### src/rtl/r_inv_frame_sequencer.sv
`default_nettype none
// ============================================================================
// Module   : r_inv_frame_sequencer
// Brief    : Per-frame start/capture/hold sequencer for the 2x2 R-inverse engine.
// Revision : 1.0 - initial release
// ============================================================================
module r_inv_frame_sequencer #(
  parameter int DATA_W      = 32,
  parameter int CNT_W       = 11,
  parameter int FRAME_LEN   = 1026,
  parameter int START_CYC   = 0,
  parameter int TIMEOUT_CYC = 100,
  parameter int HOLD_END    = 1020
) (
  input  logic              I_sys_clk,
  input  logic              I_sys_rstn,
  input  logic              I_enable,
  input  logic [DATA_W-1:0] I_R11_inv,
  input  logic [DATA_W-1:0] I_R12_inv,
  input  logic [DATA_W-1:0] I_R21_inv,
  input  logic [DATA_W-1:0] I_R22_inv,
  input  logic              I_inv_done,
  input  logic              I_clr_err,
  output logic              O_inv_start,
  output logic [DATA_W-1:0] O_R11_inv_final,
  output logic [DATA_W-1:0] O_R12_inv_final,
  output logic [DATA_W-1:0] O_R21_inv_final,
  output logic [DATA_W-1:0] O_R22_inv_final,
  output logic              O_valid,
  output logic              O_timeout,
  output logic [7:0]        O_err_cnt,
  output logic [CNT_W-1:0]  O_frame_cnt,
  output logic [1:0]        O_state
);

  localparam logic [CNT_W-1:0] c_last    = CNT_W'(FRAME_LEN - 1);
  localparam logic [CNT_W-1:0] c_start   = CNT_W'(START_CYC);
  localparam logic [CNT_W-1:0] c_timeout = CNT_W'(TIMEOUT_CYC);
  localparam logic [CNT_W-1:0] c_hold    = CNT_W'(HOLD_END);

  typedef enum logic [1:0] {
    ST_IDLE = 2'd0,
    ST_WAIT = 2'd1,
    ST_HOLD = 2'd2
  } state_t;

  state_t           r_state;
  logic [CNT_W-1:0] r_cnt;

  assign O_frame_cnt = r_cnt;
  assign O_state     = r_state;

  always_ff @(posedge I_sys_clk or negedge I_sys_rstn) begin
    if (!I_sys_rstn) begin
      r_cnt <= '0;
    end else if (!I_enable) begin
      r_cnt <= '0;
    end else if (r_cnt == c_last) begin
      r_cnt <= '0;
    end else begin
      r_cnt <= r_cnt + 1'b1;
    end
  end

  always_ff @(posedge I_sys_clk or negedge I_sys_rstn) begin
    if (!I_sys_rstn) begin
      r_state         <= ST_IDLE;
      O_inv_start     <= 1'b0;
      O_R11_inv_final <= '0;
      O_R12_inv_final <= '0;
      O_R21_inv_final <= '0;
      O_R22_inv_final <= '0;
      O_valid         <= 1'b0;
      O_timeout       <= 1'b0;
      O_err_cnt       <= '0;
    end else begin
      O_inv_start <= 1'b0;
      // A timeout set later in this block overrides the clear.
      if (I_clr_err) begin
        O_timeout <= 1'b0;
      end
      if (!I_enable) begin
        r_state         <= ST_IDLE;
        O_R11_inv_final <= '0;
        O_R12_inv_final <= '0;
        O_R21_inv_final <= '0;
        O_R22_inv_final <= '0;
        O_valid         <= 1'b0;
      end else begin
        case (r_state)
          ST_IDLE: begin
            if (r_cnt == c_start) begin
              O_inv_start <= 1'b1;
              r_state     <= ST_WAIT;
            end
          end
          ST_WAIT: begin
            if (I_inv_done) begin
              O_R11_inv_final <= I_R11_inv;
              O_R12_inv_final <= I_R12_inv;
              O_R21_inv_final <= I_R21_inv;
              O_R22_inv_final <= I_R22_inv;
              O_valid         <= 1'b1;
              r_state         <= ST_HOLD;
            end else if (r_cnt == c_timeout) begin
              O_timeout <= 1'b1;
              if (O_err_cnt != 8'hFF) begin
                O_err_cnt <= O_err_cnt + 8'd1;
              end
              r_state <= ST_IDLE;
            end
          end
          ST_HOLD: begin
            if (r_cnt == c_hold) begin
              O_R11_inv_final <= '0;
              O_R12_inv_final <= '0;
              O_R21_inv_final <= '0;
              O_R22_inv_final <= '0;
              O_valid         <= 1'b0;
              r_state         <= ST_IDLE;
            end
          end
          default: begin
            r_state <= ST_IDLE;
          end
        endcase
      end
    end
  end

endmodule
`default_nettype wire

### config.mk
export PLATFORM = sky130hd
export DESIGN_NAME = r_inv_frame_sequencer
export DESIGN_NICKNAME = d
export VERILOG_FILES = /design/src/rtl/r_inv_frame_sequencer.sv
export SDC_FILE = /design/constraint.sdc
export NUM_CORES = 1
export LEC_CHECK = 0
export CAP_MARGIN = 15
export CORE_MARGIN = 2
export CORE_UTILIZATION = 44
export CTS_BUF_LIST = sky130_fd_sc_hd__clkbuf_16
export DETAILED_ROUTE_END_ITERATION = 12
export PLACE_DENSITY = 0.86
export RECOVER_POWER = 25
export SKIP_CTS_REPAIR_TIMING = 1
export SLEW_MARGIN = 15
export SYNTH_ARGS = -nofsm -noshare
export SYNTH_HDL_FRONTEND = slang
export SYNTH_SLANG_ARGS = --single-unit
### constraint.sdc
create_clock -name I_sys_clk -period 4.25 [get_ports I_sys_clk]
set_input_delay 0.6375 -clock I_sys_clk [delete_from_list [all_inputs] [get_ports I_sys_clk]]
set_output_delay 0.6375 -clock I_sys_clk [all_outputs]
set_load 0.1 [all_outputs]
# ---- After elaboration in Yosys (flattened, before gate mapping)
# Index checks and enable logic that the tools add are counted.
dict set report word_totals {
  register_bits 152
  elab_cells 62
  in_bits 133
}
dict set report op_classes {
  addsub 2
  n_reduce_logical 5
  bitwise_logic 1
  n_mux 33
  n_eq_ne 11
}
# operator n
set ops {}
lappend ops {{$mux W32} 9}
lappend ops {{$pmux W32 S2} 4}
lappend ops {{$mux W11} 2}
lappend ops {{$add A11 B1 Y11 const B} 1}
lappend ops {{$eq A11 B10 Y1 const B} 1}
lappend ops {{$eq A11 B11 Y1 const B} 1}
lappend ops {{$eq A11 B7 Y1 const B} 1}
lappend ops {{$logic_not A11 Y1} 1}
lappend ops {{$mux W1} 11}
lappend ops {{$mux W2} 5}
lappend ops {{$ne A3 B3 Y1 const B} 3}
lappend ops {{$add A8 B1 Y8 const B} 1}
lappend ops {{$ne A8 B8 Y1 const B} 1}
lappend ops {{$pmux W2 S3} 1}
lappend ops {{$reduce_and A3 Y1} 2}
lappend ops {{$reduce_and A5 Y1} 1}
lappend ops {{$ne A4 B4 Y1 const B} 1}
lappend ops {{$ne A3 B1 Y1 const B} 1}
lappend ops {{$eq A2 B1 Y1 const B} 1}
lappend ops {{$eq A2 B2 Y1 const B} 1}
lappend ops {{$logic_not A2 Y1} 1}
lappend ops {{$pmux W1 S2} 1}
lappend ops {{$not A1 Y1} 1}

# ---- Logic depth before layout (Yosys ltp)
dict set report logic_depth {
  ltp_word 5
  mapped_depth 8
  depth_no_buf 6
}

# ---- Least setup slack after synthesis
# OpenSTA, ideal clock, no wires.
dict set report synth_path {
  kind {reg-to-reg}
  start {register r_cnt[2] (netlist: O_frame_cnt[2])}
  end {register O_R21_inv_final[10]}
  path_buffers 3
  path_stages_with_launch 8
  path_slack_ns 1.835
  required_ns 4.128
  arrival_ns 2.294
  path_cell_list {dfrtp_1 > buf_2 > nand4_1 > nor4_1 > nor2_1 > buf_6 > buf_4 > a32o_1}
}
dict set report synth_via {
  elab_chain_len 3
}
# item line
set synth_rtl {}
lappend synth_rtl {{start, declared} 48} ;# logic [CNT_W-1:0] r_cnt;
lappend synth_rtl {{start signal, assigned} 61} ;# r_cnt <= r_cnt + 1'b1;
lappend synth_rtl {{$eq A11 B10 Y1} 114} ;# if (r_cnt == c_hold) begin
lappend synth_rtl {{$ne A3 B3 Y1 (no line)} --}
lappend synth_rtl {{$reduce_and A3 Y1 (no line)} --}
lappend synth_rtl {{end signal, assigned} 101} ;# O_R21_inv_final <= I_R21_inv;
lappend synth_rtl {{end, declared} 27} ;# output logic [DATA_W-1:0] O_R21_inv_final,
# No other way between the ends.
# A chain may end at the register's enable or synchronous reset.

# ---- Final worst setup path
dict set report layout_path {
  start {register r_cnt[0] (netlist: O_frame_cnt[0])}
  end {output O_frame_cnt[0]}
}
# item line
set layout_lines {}
lappend layout_lines {{end, declared} 32} ;# output logic [CNT_W-1:0] O_frame_cnt,
# No word-level cell between the ends.

==> metrics.md <==
| Metric | Value |
|---|---|
| Worst-path cell chain | `clkdlybuf4s50_1` |
| Clk_skew | `between 0.01 and 0.015 ns` |
| Clock sinks | `between 150 and 200` |
| Final nets | `just over 800` |
| Most frequent cells in the layout | `283 x clkdlybuf4s50_1, 152 x dfrtp_1, 128 x a32o_1` |
| Gate Count Post-Synth | `around 420` |
| Hold Startpoint | `O_valid$_DFFE_PN0P_` |
| Drt pass-1 iters | `5` |
| Root buffer cell | `clkbuf_16` |
| WL final | `between 15 and 20 mm` |
| Crit end category | `primary output` |
| Crit path launch type | `flip-flop` |
| Hpwl dp | `between 10 and 15 mm` |
| Avg Inst Size Synth | `between 10 and 15 um^2` |
| Peak per-stage delay on the critical path | `~1.2 ns` |
| Via Count | `about 5,000` |
| Critical path required time | `roughly 3.6 ns` |
| Worst-skew pair later-pin latency | `roughly 0.41 ns` |
| First-pass GRT wire length | `27.52 mm` |
| Area Growth Syn to Fin | `58.06%` |
| Fill cell count | `about 910` |
| WS Path Type | `reg -> out` |
| Worst min path class | `reg -> reg` |
| Total track usage | `0.2423` |
| Leak | `between 4 and 5 nW` |
| Initial antenna violation count | `0` |
| Post-synth EDFFs | `0` |
| Final worst path period share | `0.6595` |
| Seq/Total Area, Yosys | `0.6395` |
| N_diodes | `0` |
| CTS Buf Count | `17` |
| Fin cells | `just under 900` |
| Setup slack, reg-to-reg | `between 1.5 and 2 ns` |
| Count of different cell masters after synthesis | `35` |
| Cell depth of the worst flop-to-flop path | `7` |
| Final-report setup violation count | `0` |
| Total power | `between 0.004 and 0.005 W` |
| DP Worst Slack | `~1.8 ns` |
| Synth Register Bits | `roughly 150` |
| IO Count | `285` |
| Crit path max-delay family | `buffers and inverters` |
| Gp weighted congestion | `0.8563` |
| H-Tree Depth | `4` |
| Global route overflow | `0` |
| Maximum VDD drop | `~280 uV` |
| Most common cell after layout, fill and taps aside | `clkdlybuf4s50_1` |
| # rows | `42` |
| Final setup margin | `about 1.4 ns` |
| Largest net degree at the start of global routing | `130` |
| Width of the die | `about 120 um` |
| Port Buf Inserts | `284` |
| Reg-to-reg startpoint | `O_frame_cnt[0]$_DFF_PN0_` |
| DIE AREA | `roughly 14,000 um^2` |
| Share of cells above drive strength 1 | `0.05747` |
| Total core area | `between 10,000 and 15,000 um^2` |
| Buf+Inv Stages, Crit Path | `1` |
| Clock slew at reported path FFs | `0.06 ns` |
| CTS Buffer Depth | `2` |
| Failing checks | `capacitance limit, slew limit` |
| MaxCap Viol Count | `1` |
| FFs w/ async S/R, synth | `1.000` |
| Status | `finished with violations` |
| Worst slew margin | `-0.6962` |
| TritonCTS clock tree | `done` |
| Initial Util | `0.4492` |
| Synth Flop Type | `dfrtp_1` |
| RSZ-0062 raised after global routing | `no` |
| Crit path max fanout | `8` |
| Slew Limit Fails | `~100` |
| Timing-limited maximum frequency | `356.8 MHz` |
| Avg WL per Cell | `slightly above 20 um` |
| Routed vias/inst | `between 5 and 6` |
| Yosys warnings | `0` |
| Synthesized net count | `~560` |
| Crit path time final | `about 2.8 ns` |
| ANT nets after route | `0` |
| CP max stage cell | `clkdlybuf4s50_1` |
| CP Data Arrival Time | `2.17 ns` |
| Synthesized area | `just under 6000 um^2` |
| Dpl cells | `840` |
| Hold Crit Depth | `1` |
| Setup TNS | `0 ns` |
| Vias in the first global route | `5,146` |
| Post-route DRC violation count | `0` |
| Power per cell area | `approximately 440 nW/um^2` |
| DR iter-0 viols | `between 500 and 600` |
| Hold Fails Final Rpt | `0` |
| Hold Path End | `O_valid$_DFFE_PN0P_` |
| Die height | `120.3 um` |
| Worst flop-to-flop path endpoint | `O_R21_inv_final[21]$_DFFE_PN0P_` |
| Slew @ Worst Pin | `~2.5 ns` |
==> worst max path at each step <==
stage,start,endpoint,slack (ns),cells past startpoint
after CTS,O_frame_cnt[0]$_DFF_PN0_,O_frame_cnt[0],1.42,1
after detailed placement,I_enable,O_R12_inv_final[4]$_DFFE_PN0P_,1.83,5
after global routing,I_sys_rstn,O_R11_inv_final[17]$_DFFE_PN0P_,1.29,1
after floorplan,O_frame_cnt[2]$_DFF_PN0_,O_R21_inv_final[10]$_DFFE_PN0P_,1.83,7
final,O_frame_cnt[0]$_DFF_PN0_,O_frame_cnt[0],1.45,1
after global placement,I_enable,O_R12_inv_final[1]$_DFFE_PN0P_,1.91,5
==> logic make-up after synthesis <==
group                      count (synthesis)  synth area share
DFF                                      152            0.6395
AOI/OAI and AO/OA                        135            0.2238
and+or+nand+nor                           60           0.05637
buffers and inverters                     51           0.04754
xor gates and xnor gates                  14           0.02061
adders and majority gates                  4          0.008414
muxes                                      2          0.003786
==> layout make-up <==
cell class	instances	area, um^2	area share
timing repair buffer	290	2908	0.3093
clock inverter	15	141.4	0.01504
multi-input combinational	215	1877	0.1996
inverter	7	26.28	0.002795
tap	176	220.2	0.02342
sequential	152	3804	0.4046
clock buffer	17	425.4	0.04525
==> per-layer routing <==
layer  track usage  up-vias  share of wire
met4       0.07413        0          0.015
li1              -     2211              -
met5             0        -              0
met3       0.06557       23          0.076
met2        0.4148      225           0.52
met1        0.3013     2591           0.38
==> report_power, final <==
| group | switching [W] | internal [W] | leakage, nW |
|---|---|---|---|
| logic | 0.000793 | 0.000304 | 1.62 |
| clock network | 0.000576 | 0.000854 | 0.280 |
| registers | 0.0000511 | 0.00153 | 2.10 |
| total | 0.00142 | 0.00269 | 4.00 |
==> stage by stage <==
stage                     hold WS [ns]    util  cell area, um^2
after floorplan                 0.3419       -             5948
after global placement          0.4625  0.6676             8841
after detailed placement        0.4648  0.6676             8841
after CTS                       0.3676  0.7104             9408
after global routing            0.5075  0.7099             9402
final                           0.4743  0.7099             9402
==> Yosys cell counts, types with 2 or more instances <==
cell / n / area share
nand2_1: 4 / 0.0025
nand3_1: 9 / 0.0076
o21ai_0: 2 / 0.0017
nor3_1: 9 / 0.0076
nand2b_1: 3 / 0.0032
a32o_1: 128 / 0.22
nor2_1: 15 / 0.0095
and2_1: 2 / 0.0021
clkbuf_1: 26 / 0.016
xor2_1: 9 / 0.013
buf_1: 2 / 0.0013
dfrtp_1: 152 / 0.64
buf_2: 4 / 0.0034
nand4_1: 4 / 0.0042
nor4_1: 4 / 0.0042
buf_6: 11 / 0.021
ha_1: 4 / 0.0084
xnor2_1: 5 / 0.0074
a21o_1: 2 / 0.0025
mux2_1: 2 / 0.0038
inv_1: 7 / 0.0044
==> registers in the layout, summed over array words and instances (netlist names) <==
register,flops
O_R11_inv_final,32
O_R12_inv_final,32
O_R21_inv_final,32
O_R22_inv_final,32
O_frame_cnt,11
O_err_cnt,8
O_state,2
O_inv_start,1
O_timeout,1
O_valid,1
Power figures use the tool's default switching activity.
